===== config.mk =====
export PLATFORM = sky130hd
export DESIGN_NAME = design_37
export DESIGN_NICKNAME = d
export VERILOG_FILES = /design/src/rtl/design_37_pkg.sv /design/src/rtl/design_37_add.sv /design/src/rtl/design_37.sv
export SDC_FILE = /design/constraint.sdc
export NUM_CORES = 1
export LEC_CHECK = 0
export BUFFER_PORTS_ARGS = -buffer_cell sky130_fd_sc_hd__buf_4
export CORE_MARGIN = 2
export CORE_UTILIZATION = 52
export DETAILED_ROUTE_END_ITERATION = 16
export GPL_TIMING_DRIVEN = 0
export PLACE_DENSITY_LB_ADDON = 0.08
export SLEW_MARGIN = 0
export SYNTH_ARGS = -nofsm -noshare
export SYNTH_HDL_FRONTEND = slang
export SYNTH_SLANG_ARGS = --single-unit

===== constraint.sdc =====
create_clock -name clk -period 1.4 [get_ports clk]
set_input_delay 0.21 -clock clk [delete_from_list [all_inputs] [get_ports clk]]
set_output_delay 0.21 -clock clk [all_outputs]
set_load 0.02 [all_outputs]

===== src/rtl/design_37_pkg.sv =====
// design_37_pkg: shared state encoding and default operand width for design_37.
`default_nettype none

package design_37_pkg;

  localparam int DEFAULT_W = 12;

  typedef enum logic [0:0] {
    IDLE = 1'b0,
    DONE = 1'b1
  } state_t;

endpackage : design_37_pkg

`default_nettype wire


===== src/rtl/design_37_add.sv =====
// design_37_add: W-bit combinational adder returning the wrapped sum and carry-out.
`default_nettype none

module design_37_add #(
  parameter int W = design_37_pkg::DEFAULT_W
) (
  input  logic [W-1:0] a,
  input  logic [W-1:0] b,
  output logic [W-1:0] sum,
  output logic         cout
);

  assign {cout, sum} = {1'b0, a} + {1'b0, b};

endmodule : design_37_add

`default_nettype wire


===== src/rtl/design_37.sv =====
// design_37: registered adder; y/valid one cycle after start. Optional carry port
// appears when the DESIGN_37_CARRY_EN macro is defined.
`default_nettype none

module design_37
  import design_37_pkg::*;
#(
  parameter int W = DEFAULT_W
) (
  input  logic         clk,
  input  logic         rst,
  input  logic         start,
  input  logic [W-1:0] a,
  input  logic [W-1:0] b,
  output logic [W-1:0] y,
`ifdef DESIGN_37_CARRY_EN
  output logic         carry,
`endif
  output logic         valid
);

  state_t         state_q, state_d;
  logic [W-1:0]   y_q, y_d;
  logic [W-1:0]   add_sum;
  logic           add_cout;

  design_37_add #(
    .W (W)
  ) u_add (
    .a    (a),
    .b    (b),
    .sum  (add_sum),
    .cout (add_cout)
  );

  always_comb begin
    state_d = state_q;
    y_d     = y_q;
    case (state_q)
      IDLE:    state_d = start ? DONE : IDLE;
      DONE:    state_d = start ? DONE : IDLE;
      default: state_d = IDLE;
    endcase
    // Operands are captured only on a start edge; otherwise y holds.
    if (start) y_d = add_sum;
  end

  always_ff @(posedge clk or posedge rst) begin
    if (rst) begin
      state_q <= IDLE;
      y_q     <= '0;
    end else begin
      state_q <= state_d;
      y_q     <= y_d;
    end
  end

  assign y     = y_q;
  assign valid = (state_q == DONE);

`ifdef DESIGN_37_CARRY_EN
  logic carry_q, carry_d;

  always_comb begin
    carry_d = carry_q;
    if (start) carry_d = add_cout;
  end

  always_ff @(posedge clk or posedge rst) begin
    if (rst) carry_q <= 1'b0;
    else     carry_q <= carry_d;
  end

  assign carry = carry_q;
`else
  logic unused_carry;
  assign unused_carry = add_cout;
`endif

endmodule : design_37

`default_nettype wire


==> results of run 1 <==
==> flip-flops by register name (all words and copies together) (netlist names) <==
signal / flops
y: 12
valid: 1
==> routing by layer <==
layer | track usage [%] | up-vias | wire [microns]
li1 | - | 524 | -
met1 | 27.0 | 491 | 1190
met2 | 39.9 | 31 | 1330
met3 | 3.37 | 7 | 108
met4 | 10.5 | 0 | 58
met5 | 0 | - | 0
==> power breakdown <==
group	internal (uW)	switching [uW]
Combinational	327	342
Clock	111	141
Sequential	444	33.6
==> metrics by stage <==
stage | cells | total power (uW)
6_report | 188 | 1400
5_1_grt | 188 | 1490
4_1_cts | 185 | 1370
3_5_place_dp | 179 | 1110
3_3_place_gp | 179 | 1090
2_1_floorplan | 113 | 873
==> placed cells by master, fill, tap and decap left out, drive strengths merged, types with 2 or more instances in the layout <==
cell    instances
xnor2           3
a21oi           7
nor2b           4
buf            49
clkbuf          4
o21ai           6
a31oi           3
o22ai           2
o311ai          2
nand3           5
inv             6
dfrtp          13
mux2            4
nand2b          2
a211oi          4
a21o            6
nand4           4
nor2            3
o211ai          3
nand2           7
ha             11
==> area by class of cell <==
type | instances | area, sq um | area share (%)
Sequential cell | 13 | 325 | 21.5
Multi-Input combinational cell | 88 | 729 | 48.1
Buffer | 4 | 20.0 | 1.32
Tap cell | 27 | 33.8 | 2.23
Inverter | 6 | 22.5 | 1.49
Clock buffer | 4 | 26.3 | 1.73
Timing Repair Buffer | 46 | 359 | 23.7
==> worst max-delay path by stage <==
stage	from	to	slack [ps]	cells past startpoint
after floorplan	a[0]	y[8]$_DFFE_PP0P_	-110	6
after global placement	a[0]	y[8]$_DFFE_PP0P_	-370	7
after detailed placement	a[0]	y[8]$_DFFE_PP0P_	-410	7
after CTS	b[0]	y[8]$_DFFE_PP0P_	-100	7
after global routing	b[0]	y[6]$_DFFE_PP0P_	-100	8
final	b[0]	y[6]$_DFFE_PP0P_	-40	8
==> worst reg2reg max path: stages, from the launching register on <==
cell      delay, ps
dfrtp_1         390
nor2b_1         130
a311oi_1        270
o311ai_2        160
==> logic make-up (layout without fill, tap and decap cells) <==
group | Yosys count | count (layout) | synth area share (%)
compound gates | 40 | 40 | 28.4
xor+xnor | 4 | 4 | 3.30
fa+ha+maj | 12 | 12 | 14.9
buf+inv | 12 | 60 | 4.72
flops | 13 | 13 | 30.7
mux | 5 | 5 | 5.19
simple gates | 27 | 27 | 12.9
==> repair_timing <==
item | 4_1_cts | 5_1_grt
buffers inserted | 1 | 5
endpoints found under the hold margin | 13 | 0
endpoints found under the setup margin | 2 | 5
gates resized for setup | 4 | 5
pin swaps | 5 | 7
hold buffers | 1 | 0
==> key figures, run 1 <==
Outcome
  – Status: finished, violations left
  – Violated checks: setup timing

Run
  – Max-Cap Viols: 0

Global routing
  – First-pass GRT wire length: 4220 microns
  – Largest net degree at the start of global routing: 14
  – Gr usage total: between 20% and 30%
  – Initial antenna violation count: 0
  – GR Overflow Total: 0
  – Number of global-route vias before repair: 1000

Placement
  – Port buffer count: 39
  – HPWL after DPL: just under 2000 microns
  – DP Area: roughly 1400 sq um
  – Routability Congestion: ~0.82
  – Pre-CTS setup slack: -411 ps

Worst hold path
  – Hold depth: 1
  – Worst Hold Path EP: valid$_DFF_PP0_
  – Hold_sp: start
  – HP Class: input port to flip-flop

Pwr
  – Leak: ~0.00072 uW
  – Power Density: about 920 nW/um^2
  – Worst vdd ir: between 0.8 and 0.9 mV

Timing
  – Final setup vio count: 3
  – Setup TNS: -113 ps
  – Hold slack: roughly 34 ps
  – Measured slew at the worst slew-check pin: between 400 and 500 ps
  – Final WS setup: -43.8 ps
  – Final Hold Vio Count: 0
  – Worst slew margin: roughly two thirds
  – Final Cycle Share: 103%
  – Final clock skew: 0 ps
  – Max-slew violations: 0
  – Crit path time final: ~1400 ps
  – Unrepaired setup endpoints after global routing: true
  – Max Freq: ~690 MHz

Setup path
  – Critical Path Source Type: input port
  – Maximum fanout along the worst path: 2
  – FF-to-FF setup slack: 310 ps
  – Reg2Reg Depth: 3
  – Crit path DAT: approximately 1600 ps
  – Setup crit end kind: flip-flop
  – Max incr delay on CP: about 390 ps
  – Worst EP required: 1580 ps
  – Critical path class: input port to flip-flop
  – Family with the most delay on the worst path: compound AO/OA/AOI/OAI gates
  – Slowest stage cell, crit path: fa_2
  – Reg2reg end: y[8]$_DFFE_PP0P_
  – R2r startpoint: y[8]$_DFFE_PP0P_
  – Worst-path cell chain: buf_8, ha_4, fa_2, a211oi_4, buf_4, o21bai_1, a211oi_1, o22ai_1
  – CP bufs+invs: 2

CTS
  – Clk slew on worst S/H paths: roughly 90 ps
  – Clock Tree Buf Depth: 2
  – CTS tree: yes
  – Number of H-tree levels: 1
  – Worst skew pair latency: 280 ps
  – TritonCTS Buffers: 3
  – Sink Count: 13
  – Clock root buffer master: clkbuf_4

Routing
  – WL final: about 2700 microns
  – Via/cell ratio: around 5.6
  – Residual DRC: 0
  – Average wire per standard cell: roughly 14 microns
  – Drt pass-1 iters: 4
  – Routed vias: around 1100
  – Number of routed nets with antenna violations: 0
  – Initial DRC Count: 10

Die
  – Core Footprint: 1940 sq um
  – Starting density of the core: 54.6%
  – Cell Rows: 16
  – Die ar.: about 2400 sq um
  – Num ports: 40
  – Die W: ~49 microns
  – Chip height: 49.2 microns

Yosys
  – Synth async-reset ratio: 100%
  – Syn_nets: roughly 150
  – Post-synth top cells: dfrtp_1, ha_1, nand2_1
  – Most common cell in the netlist: dfrtp_1
  – Yosys warning total: 0
  – Area contributors post-synth: dfrtp_1, ha_1, mux2_2, a21o_1, a21oi_1
  – Dominant synthesized flop cell: dfrtp_1
  – Avg Cell Area, Syn: 9.39 sq um
  – Share of the synthesized area in the top cell type: between 30% and 40%
  – Area leader, netlist: dfrtp_1
  – Mapped Cells: between 100 and 150
  – Netlist cell types: 38
  – Post-synth design cell area: between 1000 and 1500 sq um
  – Number of flops mapped to enable cells by yosys: 0
  – Yosys reg bits: 13
  – Seq/Total Area, Yosys: about 31%

Cells and area
  – Post-route cell area: around 1500 sq um
  – Core Util, Final: between 70% and 80%
  – Final #Nets: about 200
  – Layout cell share with drive strength beyond 1: roughly 44%
  – # fillers: around 130
  – Synth-to-layout area growth: 42.9%
  – Antenna cell count: 0
(Power assumes the default switching activity.)
==> run 2, diff against run 1 <==
--- a/config.mk
+++ b/config.mk
@@ -11,6 +11,7 @@
 export DETAILED_ROUTE_END_ITERATION = 16
 export GPL_TIMING_DRIVEN = 0
 export PLACE_DENSITY_LB_ADDON = 0.08
+export RECOVER_POWER = 100
 export SLEW_MARGIN = 0
 export SYNTH_ARGS = -nofsm -noshare
 export SYNTH_HDL_FRONTEND = slang
==> key figures, run 2 (synthesis gave the netlist of run 1 again) <==
Cells and area
  – Most frequent cells in the layout: buf_4, dfrtp_1, ha_1
  – Max reg flops: 12
  – Synth-to-layout area growth: 42.9%
  – Layout cell share with drive strength beyond 1: between 40% and 50%
  – Final std cells w/o fill: about 190
  – Final #Nets: 201
  – Commonest non-fill, non-tap cell in the layout: buf_4
  – Antenna cell count: 0
  – # fillers: approximately 130
  – Post-route cell area: ~1500 sq um

Timing
  – Final setup vio count: 3
  – Hold slack: 57.7 ps
  – Max-slew violations: 0
  – Final Hold Vio Count: 0
  – Final clock skew: 0 ps
  – Setup TNS: -113 ps
  – Final WS setup: -43.8 ps
  – Crit path time final: 1440 ps
  – Final Cycle Share: 103%
  – Worst slew margin: roughly two thirds
  – Max Freq: 693 MHz
  – Unrepaired setup endpoints after global routing: true
  – Measured slew at the worst slew-check pin: around 500 ps

Pwr
  – Power Density: a little over 900 nW/um^2
  – Worst vdd ir: 0.834 mV
  – Leak: a little over 0.0007 uW

CTS
  – Worst skew pair latency: around 280 ps
  – Sink Count: 13
  – Clock Tree Buf Depth: 2
  – Clock root buffer master: clkbuf_4
  – Clk slew on worst S/H paths: roughly 90 ps
  – Number of H-tree levels: 1
  – TritonCTS Buffers: 3
  – CTS tree: yes

Setup path
  – Reg2reg end: y[8]$_DFFE_PP0P_
  – Crit path DAT: around 1600 ps
  – Critical path class: input port to flip-flop
  – FF-to-FF setup slack: a little over 300 ps
  – Critical Path Source Type: input port
  – Setup crit end kind: flip-flop
  – Reg2Reg Depth: 3
  – R2r startpoint: y[8]$_DFFE_PP0P_
  – Worst EP required: 1580 ps
  – Maximum fanout along the worst path: 2

Routing
  – WL final: between 2000 and 3000 microns
  – Via/cell ratio: about 5.6
  – Residual DRC: 0
  – Average wire per standard cell: roughly 14 microns
  – Drt pass-1 iters: 4
  – Met3 Routed Length: approximately 110 microns
  – Met2 WL: roughly 1300 microns
  – Routed vias: 1053
  – Uppermost layer routed: met4
  – Initial DRC Count: 9
  – Number of routed nets with antenna violations: 0
  – Metal1 wirelength: roughly 1200 microns

Worst hold path
  – Worst Hold Path EP: valid$_DFF_PP0_
  – Hold depth: 1
  – HP Class: input port to flip-flop
  – Hold_sp: start

Placement
  – Routability Congestion: between 0.8 and 0.9
  – DP Area: about 1400 sq um
  – Placed cells: between 150 and 200
  – HPWL after DPL: roughly 2000 microns
  – Port buffer count: 39

Die
  – Chip height: 49.2 microns
  – Num ports: 40
  – Cell Rows: 16
  – Die ar.: around 2400 sq um
  – Core Footprint: between 1500 and 2000 sq um
  – Starting density of the core: 54.6%
  – Die W: between 40 and 50 microns

Global routing
  – Gr usage total: 22.7%
  – Number of global-route vias before repair: 1000
  – GR Overflow Total: 0
  – Largest net degree at the start of global routing: 14
  – Initial antenna violation count: 0
  – First-pass GRT wire length: around 4200 microns

Run
  – Max-Cap Viols: 0

Outcome
  – Violated checks: setup timing
  – Status: finished, violations left
[run 2: changes by cell type in the layout (fill, tap and decap cells not counted)]
| cell | previous run | this run |
|---|---|---|
| buf_4 | 43 | 42 |
| clkbuf_4 | 3 | 4 |
[run 2: layout make-up]
cell class | instances | area, sq um | area share (%)
flip-flops and latches | 13 | 325 | 21.5
clock buffers | 4 | 26.3 | 1.73
well taps | 27 | 33.8 | 2.23
plain buffers | 4 | 20.0 | 1.32
inverters | 6 | 22.5 | 1.49
repair buffers | 46 | 359 | 23.7
multi-input cells | 88 | 729 | 48.1
[run 2: worst max path at each step]
stage,endpoint,slack (ps),start
4_1_cts,y[8]$_DFFE_PP0P_,-100,b[0]
6_report,y[6]$_DFFE_PP0P_,-40,b[0]
5_1_grt,y[6]$_DFFE_PP0P_,-100,b[0]
2_1_floorplan,y[8]$_DFFE_PP0P_,-110,a[0]
3_5_place_dp,y[8]$_DFFE_PP0P_,-410,a[0]
3_3_place_gp,y[8]$_DFFE_PP0P_,-370,a[0]
[run 2: timing repair]
| item | 4_1_cts | 5_1_grt |
|---|---|---|
| endpoints found under the hold margin | 13 | 0 |
| cloned | 0 | 0 |
| buffers inserted | 1 | 5 |
| resized for setup | 4 | 5 |
| setup endpoints to repair | 2 | 5 |
| pin swaps | 5 | 7 |
| hold buffers | 1 | 0 |
[run 2: metal layers]
metal | vias up | GRT usage (%)
met1 | 491 | 27.0
met5 | - | 0
met4 | 0 | 10.5
met2 | 31 | 39.9
met3 | 7 | 3.37
li1 | 524 | -
[run 2: worst max-delay path: stages]
cell and delay (ps):
buf_8 100, ha_4 150, fa_2 390, a211oi_4 250, buf_4 150, o21bai_1 70
a211oi_1 210, o22ai_1 90
[run 2: per-stage QoR]
| stage | power (uW) | setup slack [ps] | utilization [%] |
|---|---|---|---|
| floorplan | 873 | -110 | - |
| global placement | 1090 | -373 | 72.2 |
| detailed placement | 1110 | -411 | 72.2 |
| CTS | 1370 | -103 | 75.4 |
| global route | 1490 | -98.5 | 78.1 |
| finish | 1400 | -43.8 | 78.1 |
[run 2: power breakdown]
group / total [uW] / internal, uW / switching, uW
logic: 669 / 327 / 342
clock network: 252 / 111 / 141
registers: 478 / 444 / 33.6
